===== src/rtl/alarm_ring_ctrl_pkg.sv =====
// alarm_ring_ctrl_pkg
// Shared definitions for the alarm ring controller slice:
//   - 17-bit time-bus layout (meridian / hour / minute / second)
//   - UI mode (FLAG) encodings
//   - ALARM_STATE encodings used by the ring FSM
//   - make_time(): packs the time-bus fields into one word
package alarm_ring_ctrl_pkg;

  localparam int TIME_W       = 17;
  localparam int MERIDIAN_BIT = 16;
  localparam int HOUR_MSB     = 15;
  localparam int HOUR_LSB     = 12;
  localparam int MIN_MSB      = 11;
  localparam int MIN_LSB      = 6;
  localparam int SEC_MSB      = 5;
  localparam int SEC_LSB      = 0;

  localparam logic [2:0] FLAG_ALARM_CONTROL_STATE = 3'b011;

  typedef enum logic [1:0] {
    ST_IDLE     = 2'b00,
    ST_RINGING  = 2'b01,
    ST_SNOOZING = 2'b10
  } alarm_state_e;

  function automatic logic [TIME_W-1:0] make_time(input logic       pm,
                                                  input logic [3:0] hour,
                                                  input logic [5:0] minute,
                                                  input logic [5:0] second);
    logic [TIME_W-1:0] t;
    t                        = '0;
    t[MERIDIAN_BIT]          = pm;
    t[HOUR_MSB:HOUR_LSB]     = hour;
    t[MIN_MSB:MIN_LSB]       = minute;
    t[SEC_MSB:SEC_LSB]       = second;
    return t;
  endfunction

endpackage


===== src/rtl/alarm_ring_ctrl_if.sv =====
// alarm_ring_ctrl_if
// Signal bundle between the time/alarm-setting side and the ring controller.
//   master: drives TICK_1HZ, CUR_TIME, ALARM_TIME, ALARM_EN, FLAG, STOP, SNOOZE;
//           observes RING, ALARM_STATE, SNOOZE_CNT
//   slave : the ring controller (inverse directions)
interface alarm_ring_ctrl_if;
  import alarm_ring_ctrl_pkg::*;

  logic              TICK_1HZ;
  logic [TIME_W-1:0] CUR_TIME;
  logic [TIME_W-1:0] ALARM_TIME;
  logic              ALARM_EN;
  logic [2:0]        FLAG;
  logic              STOP;
  logic              SNOOZE;
  logic              RING;
  logic [1:0]        ALARM_STATE;
  logic [2:0]        SNOOZE_CNT;

  modport master (
    output TICK_1HZ, CUR_TIME, ALARM_TIME, ALARM_EN, FLAG, STOP, SNOOZE,
    input  RING, ALARM_STATE, SNOOZE_CNT
  );

  modport slave (
    input  TICK_1HZ, CUR_TIME, ALARM_TIME, ALARM_EN, FLAG, STOP, SNOOZE,
    output RING, ALARM_STATE, SNOOZE_CNT
  );

endinterface


===== src/rtl/alarm_tick_timer.sv =====
// alarm_tick_timer
// Tick counter with synchronous clear and count enable. tc flags the enabled
// tick on which the count sits at 'last' (period-1); that tick wraps the count
// back to 0, so the count never exceeds period-1.
//   clk  : clock
//   rst  : synchronous active-high reset
//   clr  : clear count to 0 (wins over en)
//   en   : count one tick
//   last : terminal value (period-1), may change between uses
//   tc   : terminal-count tick (combinational from count, en, last)
module alarm_tick_timer #(
  parameter int CNT_W = 9
) (
  input  logic             clk,
  input  logic             rst,
  input  logic             clr,
  input  logic             en,
  input  logic [CNT_W-1:0] last,
  output logic             tc
);

  logic [CNT_W-1:0] count_q;

  assign tc = en && (count_q == last);

  always_ff @(posedge clk) begin
    if (rst || clr || tc) begin
      count_q <= '0;
    end else if (en) begin
      count_q <= count_q + 1'b1;
    end
  end

endmodule


===== src/rtl/alarm_ring_ctrl.sv =====
// alarm_ring_ctrl
// Detects the alarm-time match and runs the IDLE / RINGING / SNOOZING FSM that
// drives the buzzer enable.
//   CLK    : system clock
//   RESETN : synchronous reset, asserted = 1
//   bus    : alarm_ring_ctrl_if.slave
//            in : TICK_1HZ, CUR_TIME, ALARM_TIME, ALARM_EN, FLAG, STOP, SNOOZE
//            out: RING, ALARM_STATE, SNOOZE_CNT (all from registered state)
module alarm_ring_ctrl
  import alarm_ring_ctrl_pkg::*;
#(
  parameter int RING_SEC   = 60,
  parameter int SNOOZE_SEC = 300,
  parameter int MAX_SNOOZE = 3
) (
  input  logic               CLK,
  input  logic               RESETN,
  alarm_ring_ctrl_if.slave   bus
);

  localparam int MAX_SEC = (RING_SEC > SNOOZE_SEC) ? RING_SEC : SNOOZE_SEC;
  localparam int TMR_W   = (MAX_SEC > 1) ? $clog2(MAX_SEC) : 1;

  alarm_state_e     state_q, state_n;
  logic             match, match_q, trigger;
  logic [2:0]       snz_cnt_q, snz_cnt_n;
  logic             tmr_clr, tmr_en, tmr_tc;
  logic [TMR_W-1:0] tmr_last;

  // Edit mode suppresses the match so changing ALARM_TIME cannot fire the alarm.
  assign match   = bus.ALARM_EN && (bus.FLAG != FLAG_ALARM_CONTROL_STATE) &&
                   (bus.CUR_TIME == bus.ALARM_TIME);
  // Equality persists for a whole second; only the rising edge fires.
  assign trigger = match && !match_q;

  // One timer serves both periods; only the terminal value changes with state.
  assign tmr_last = (state_q == ST_RINGING) ? TMR_W'(RING_SEC - 1)
                                            : TMR_W'(SNOOZE_SEC - 1);

  alarm_tick_timer #(.CNT_W(TMR_W)) u_timer (
    .clk  (CLK),
    .rst  (RESETN),
    .clr  (tmr_clr),
    .en   (tmr_en),
    .last (tmr_last),
    .tc   (tmr_tc)
  );

  always_ff @(posedge CLK) begin
    if (RESETN) begin
      state_q   <= ST_IDLE;
      match_q   <= 1'b0;
      snz_cnt_q <= '0;
    end else begin
      state_q   <= state_n;
      match_q   <= match;
      snz_cnt_q <= snz_cnt_n;
    end
  end

  // Priority: ALARM_EN low, then STOP, then SNOOZE, then timer expiry.
  always_comb begin
    state_n   = state_q;
    snz_cnt_n = snz_cnt_q;
    tmr_clr   = 1'b0;
    tmr_en    = 1'b0;
    if (!bus.ALARM_EN) begin
      state_n = ST_IDLE;
      tmr_clr = 1'b1;
    end else begin
      case (state_q)
        ST_IDLE: begin
          if (trigger) begin
            state_n   = ST_RINGING;
            snz_cnt_n = '0;
            tmr_clr   = 1'b1;
          end
        end
        ST_RINGING: begin
          if (bus.STOP) begin
            state_n   = ST_IDLE;
            snz_cnt_n = '0;
            tmr_clr   = 1'b1;
          end else if (bus.SNOOZE && (snz_cnt_q < 3'(MAX_SNOOZE))) begin
            state_n   = ST_SNOOZING;
            snz_cnt_n = snz_cnt_q + 3'd1;
            tmr_clr   = 1'b1;
          end else begin
            // A saturated SNOOZE falls through here and ringing continues.
            tmr_en = bus.TICK_1HZ;
            if (tmr_tc) begin
              state_n = ST_IDLE;
            end
          end
        end
        ST_SNOOZING: begin
          if (bus.STOP) begin
            state_n   = ST_IDLE;
            snz_cnt_n = '0;
            tmr_clr   = 1'b1;
          end else begin
            tmr_en = bus.TICK_1HZ;
            if (tmr_tc) begin
              state_n = ST_RINGING;
            end
          end
        end
        default: begin
          state_n = ST_IDLE;
          tmr_clr = 1'b1;
        end
      endcase
    end
  end

  assign bus.RING        = (state_q == ST_RINGING);
  assign bus.ALARM_STATE = state_q;
  assign bus.SNOOZE_CNT  = snz_cnt_q;

endmodule


===== src/flat_wrapper.sv =====
// flat-port wrapper written by rule: the top's interface ports become plain ports
module alarm_ring_ctrl_flat import alarm_ring_ctrl_pkg::*;
#(
  parameter int RING_SEC   = 60,
  parameter int SNOOZE_SEC = 300,
  parameter int MAX_SNOOZE = 3
)
  (CLK, RESETN, bus_TICK_1HZ, bus_CUR_TIME, bus_ALARM_TIME, bus_ALARM_EN, bus_FLAG, bus_STOP, bus_SNOOZE, bus_RING, bus_ALARM_STATE, bus_SNOOZE_CNT);
  alarm_ring_ctrl_if bus_i ();
  input  logic CLK;
  input  logic RESETN;
  input wire logic [$bits(bus_i.TICK_1HZ)-1:0] bus_TICK_1HZ;
  input wire logic [$bits(bus_i.CUR_TIME)-1:0] bus_CUR_TIME;
  input wire logic [$bits(bus_i.ALARM_TIME)-1:0] bus_ALARM_TIME;
  input wire logic [$bits(bus_i.ALARM_EN)-1:0] bus_ALARM_EN;
  input wire logic [$bits(bus_i.FLAG)-1:0] bus_FLAG;
  input wire logic [$bits(bus_i.STOP)-1:0] bus_STOP;
  input wire logic [$bits(bus_i.SNOOZE)-1:0] bus_SNOOZE;
  output wire logic [$bits(bus_i.RING)-1:0] bus_RING;
  output wire logic [$bits(bus_i.ALARM_STATE)-1:0] bus_ALARM_STATE;
  output wire logic [$bits(bus_i.SNOOZE_CNT)-1:0] bus_SNOOZE_CNT;
  assign bus_i.TICK_1HZ = bus_TICK_1HZ;
  assign bus_i.CUR_TIME = bus_CUR_TIME;
  assign bus_i.ALARM_TIME = bus_ALARM_TIME;
  assign bus_i.ALARM_EN = bus_ALARM_EN;
  assign bus_i.FLAG = bus_FLAG;
  assign bus_i.STOP = bus_STOP;
  assign bus_i.SNOOZE = bus_SNOOZE;
  assign bus_RING = bus_i.RING;
  assign bus_ALARM_STATE = bus_i.ALARM_STATE;
  assign bus_SNOOZE_CNT = bus_i.SNOOZE_CNT;
  alarm_ring_ctrl #(.RING_SEC(RING_SEC), .SNOOZE_SEC(SNOOZE_SEC), .MAX_SNOOZE(MAX_SNOOZE)) u_core (.CLK(CLK), .RESETN(RESETN), .bus(bus_i));
endmodule

===== config.mk =====
export PLATFORM = sky130hd
export DESIGN_NAME = alarm_ring_ctrl_flat
export DESIGN_NICKNAME = d
export VERILOG_FILES = /design/src/rtl/alarm_ring_ctrl_pkg.sv /design/src/rtl/alarm_ring_ctrl_if.sv /design/src/rtl/alarm_tick_timer.sv /design/src/rtl/alarm_ring_ctrl.sv /design/src/flat_wrapper.sv
export SDC_FILE = /design/constraint.sdc
export NUM_CORES = 1
export LEC_CHECK = 0
export CAP_MARGIN = 20
export CORE_ASPECT_RATIO = 1.5
export CORE_MARGIN = 2
export CORE_UTILIZATION = 45
export DETAILED_ROUTE_END_ITERATION = 10
export DONT_BUFFER_PORTS = 1
export PLACE_DENSITY = 0.56
export SLEW_MARGIN = 30
export SYNTH_ARGS = -nofsm -noshare
export SYNTH_HDL_FRONTEND = slang
export SYNTH_SLANG_ARGS = --single-unit

===== constraint.sdc =====
create_clock -name CLK -period 3.3 [get_ports CLK]
set_input_delay 0.825 -clock CLK [delete_from_list [all_inputs] [get_ports CLK]]
set_output_delay 0.825 -clock CLK [all_outputs]
set_load 0.03 [all_outputs]

==> implementation parameters <==
Parameter                              Value

Worst setup path
  Max FO, Critical Path ... 8
  Kind of start point of the critical path ... register
  Beginning of the worst register-to-register path ... u_core.bus.ALARM_STATE[1]
  Depth of the most critical reg-to-reg path ... 8
  Worst stage delay on the critical path ... 0.58 ns
  End point of the critical path ... u_core.bus.ALARM_STATE[0]
  Setup crit end kind ... register
  Top delay family on crit path ... simple AND/OR/NAND/NOR gates
  Crit path required time ... 3.51 ns
  Data arrival time of the critical path ... 2.84 ns
  Critical Path Slowest Stage Cell ... sky130_fd_sc_hd__dfxtp_1
  Type of the worst setup path ... reg2reg
  CP Buf/Inv Count ... 1
  Reg-to-reg setup timing slack ... 0.67 ns
  CP Depth ... 8
  CP Cell Sequence ... inv_1 -> ha_1 -> nand3_1 -> a311oi_4 -> nor3b_2 -> nor2_1 -> or4_1 -> a21oi_1
  Critical R2R Capture ... u_core.bus.ALARM_STATE[0]
  First element of the critical path ... u_core.bus.ALARM_STATE[1]

Floorplanning
  Total I/O pin count ... 49
  Row cnt ... 21
  Initial core utilization ... 0.4745
  Horiz. Die Dim ... 43.63 um
  Height of the die ... 63.44 um
  Area of the die ... 2767 um2
  Core outline area ... 2233 um2

Synth
  Top area cells in the synthesized netlist ... sky130_fd_sc_hd__dfxtp_1 28%, sky130_fd_sc_hd__xnor2_1 15%, sky130_fd_sc_hd__ha_1 7.1%
  Unique cell type count in the Yosys netlist ... 34
  Most repeated cell in the gate-level netlist after synthesis ... sky130_fd_sc_hd__xnor2_1
  Yosys synthesis warning count ... 0
  Number of synthesized flops with an enable pin ... 0
  Share of flip-flops with an asynchronous set or reset ... 0
  Share of the synthesized area in the top cell type ... 0.2834
  Post-synth design cell area ... 1060 um2
  Number of register bits inferred by synthesis ... 15
  Cell accounting for the most synthesized area ... sky130_fd_sc_hd__dfxtp_1
  Sequential element share of the synthesized area ... 0.2834
  Synthesized netlist net count ... 173
  Average instance area after synthesis ... 8.547 um2
  Number of cells produced by synthesis ... 124
  Top cell types by occurrence after synthesis ... 18 x sky130_fd_sc_hd__xnor2_1, 16 x sky130_fd_sc_hd__nor2_1, 15 x sky130_fd_sc_hd__dfxtp_1, 9 x sky130_fd_sc_hd__nand2_1
  Flip-flop cell with the highest count after synthesis ... sky130_fd_sc_hd__dfxtp_1

Detailed routing
  Average vias per placed instance ... 5.868
  Detail Route Antenna Nets ... 0
  Initial DRC Count ... 25
  Total detailed-routing wirelength ... 2.063 mm
  Number of search-and-repair iterations in the first detailed-routing pass ... 4
  Routed wire per std cell ... 13.57 um
  Via count of the routed design ... 892
  DRC Markers ... 0

Layout
  Layout overhead on the synthesized area ... 5.904%
  Fill cells ... 225
  Multi-input logic area ... 744.5 um2
  Post-layout nets ... 179
  Fraction of final layout cells sized beyond drive strength 1 ... 0.09302
  Final std cells w/o fill ... 152
  Number of antenna cells inserted ... 0
  Area taken by flip-flops and latches ... 300.3 um2

CTS
  Worst-Skew Late Latency ... 0.28 ns
  Root cell of the clock tree ... sky130_fd_sc_hd__clkbuf_4
  Buffer depth of the longest clock path ... 2
  Number of hold buffers added after cts ... 0
  CTS tree ... yes
  Maximum level of the CTS H-tree ... 1
  Total of cells resized after clock tree synthesis ... 0
  Number of buffers added by the clock tree synthesis step ... 3
  Clock net sink count ... 15
  Clk pin slew, worst setup/hold paths ... 0.09 ns
  Total setup buffers inserted after CTS ... 0

STA
  Post-route clock period utilization ... 0.7970
  Worst setup margin ... 0.6699 ns
  RSZ-0062 raised after global routing ... false
  Final critical path time including I/O delays and setup ... 2.630 ns
  Total count of max-transition violations in the final report ... 0
  Rel. slew slack ... 0.7061
  Hold WS ... 0.5307 ns
  Final clock skew ... 0.005748 ns
  Tightest Pin Transition ... 0.4403 ns
  Finish-stage setup viols ... 0
  Setup TNS after final layout ... 0 ns
  Count of endpoints failing hold in the final timing report ... 0
  Maximum operating frequency ... 380.2 MHz

Placed design
  Inst Count DP ... 148
  Number of buffers inserted by port buffering ... 0
  Hpwl dp ... 1.752 mm
  Post-Place Setup Slack ... 0.5422 ns
  Gpl congestion ... 0.8201

Power
  IR drop worst, VDD ... 0.1442 mV
  Total power ... 0.0003172 W
  Static leakage power ... 0.3879 nW
  Power per unit of standard cell area ... 282.7 nW/um2

Global route
  Global-route total usage across every layer ... 0.1604
  GR Layer Usage met3 ... 0.03438
  Global-route wire length before repair ... 3.415 mm
  Met1 Resource Use GR ... 0.1617
  Via count of the first global-routing pass ... 806
  Initial antenna violation count ... 0
  Largest net degree at the start of global routing ... 10
  Residual overflow from global routing ... 0
  Most utilized layer in the global route result ... met2
  Met2 track utilization from global routing ... 0.3033

Run
  Max-capacitance violation count ... 0

Worst hold path
  Worst hold path class ... reg2reg

Run status
  Outcome ... finished, final reports clean
[metal layers]
| metal | share of wire | wire length [um] |
|---|---|---|
| met1 | 0.33 | 677 |
| met5 | 0 | 0 |
| met4 | 0.0068 | 14 |
| met3 | 0.080 | 166 |
| met2 | 0.58 | 1204 |
[area by class of cell]
type	instances	area share
Clock buffer	4	0.02341
Inverter	4	0.01338
Multi-Input combinational cell	105	0.6633
Sequential cell	15	0.2676
Tap cell	23	0.02564
Timing Repair Buffer	1	0.006689
[logic make-up (layout without fill, tap and decap cells)]
| group | Yosys count | count (layout) | synth area share |
|---|---|---|---|
| compound gates | 20 | 20 | 0.1405 |
| xor+xnor | 25 | 25 | 0.2066 |
| fa+ha+maj | 6 | 6 | 0.07084 |
| buf+inv | 4 | 9 | 0.01416 |
| flops | 15 | 15 | 0.2834 |
| mux | 1 | 1 | 0.009445 |
| simple gates | 53 | 53 | 0.2751 |
[worst min-delay path, delay by kind of cell, from the launching register on]
family,cells,cell delay (ns)
flip-flops,1,0.36
multiplexers,1,0.07
AND/OR/NAND/NOR,1,0.07
[flip-flops by register name (all words and copies together) (netlist names)]
name,count
u_core.bus.SNOOZE_CNT,3
u_core.bus.ALARM_STATE,2
u_core.u_timer.count_q,9
u_core.match_q,1
[power breakdown]
| part | internal, W | total [W] | switching (W) |
|---|---|---|---|
| sequential | 0.000181 | 0.000181 | 0.000000000321 |
| clock | 0.0000469 | 0.000107 | 0.0000597 |
| combinational | 0.0000180 | 0.0000298 | 0.0000118 |
| total | 0.000246 | 0.000317 | 0.0000715 |
[per-stage QoR]
step,instance area (um2),utilization
finish,1122,0.5025
global route,1122,0.5025
CTS,1122,0.5025
detailed placement,1096,0.4908
global placement,1096,0.4908
floorplan,1060,-
[worst min-delay path by stage]
stage | start | to | depth (start not counted)
3_5_place_dp | u_core.u_timer.count_q[1] | u_core.u_timer.count_q[1] | 2
2_1_floorplan | u_core.u_timer.count_q[1] | u_core.u_timer.count_q[1] | 2
6_report | u_core.u_timer.count_q[1] | u_core.u_timer.count_q[1] | 2
3_3_place_gp | u_core.u_timer.count_q[1] | u_core.u_timer.count_q[1] | 2
4_1_cts | u_core.u_timer.count_q[1] | u_core.u_timer.count_q[1] | 2
5_1_grt | RESETN | u_core.bus.SNOOZE_CNT[2] | 1
[placed cells by master (no fill, tap or decap), types with 3 or more instances in the layout]
| cell | count |
|---|---|
| sky130_fd_sc_hd__a21oi_1 | 7 |
| sky130_fd_sc_hd__xnor2_1 | 18 |
| sky130_fd_sc_hd__xor2_1 | 7 |
| sky130_fd_sc_hd__or4_1 | 3 |
| sky130_fd_sc_hd__clkbuf_4 | 3 |
| sky130_fd_sc_hd__nand4_1 | 5 |
| sky130_fd_sc_hd__nor2_1 | 16 |
| sky130_fd_sc_hd__nand2_1 | 9 |
| sky130_fd_sc_hd__nor2b_1 | 3 |
| sky130_fd_sc_hd__ha_1 | 6 |
| sky130_fd_sc_hd__inv_1 | 4 |
| sky130_fd_sc_hd__dfxtp_1 | 15 |
| sky130_fd_sc_hd__o21ai_0 | 3 |
| sky130_fd_sc_hd__nand3_1 | 3 |
Power figures use the tool's default switching activity.
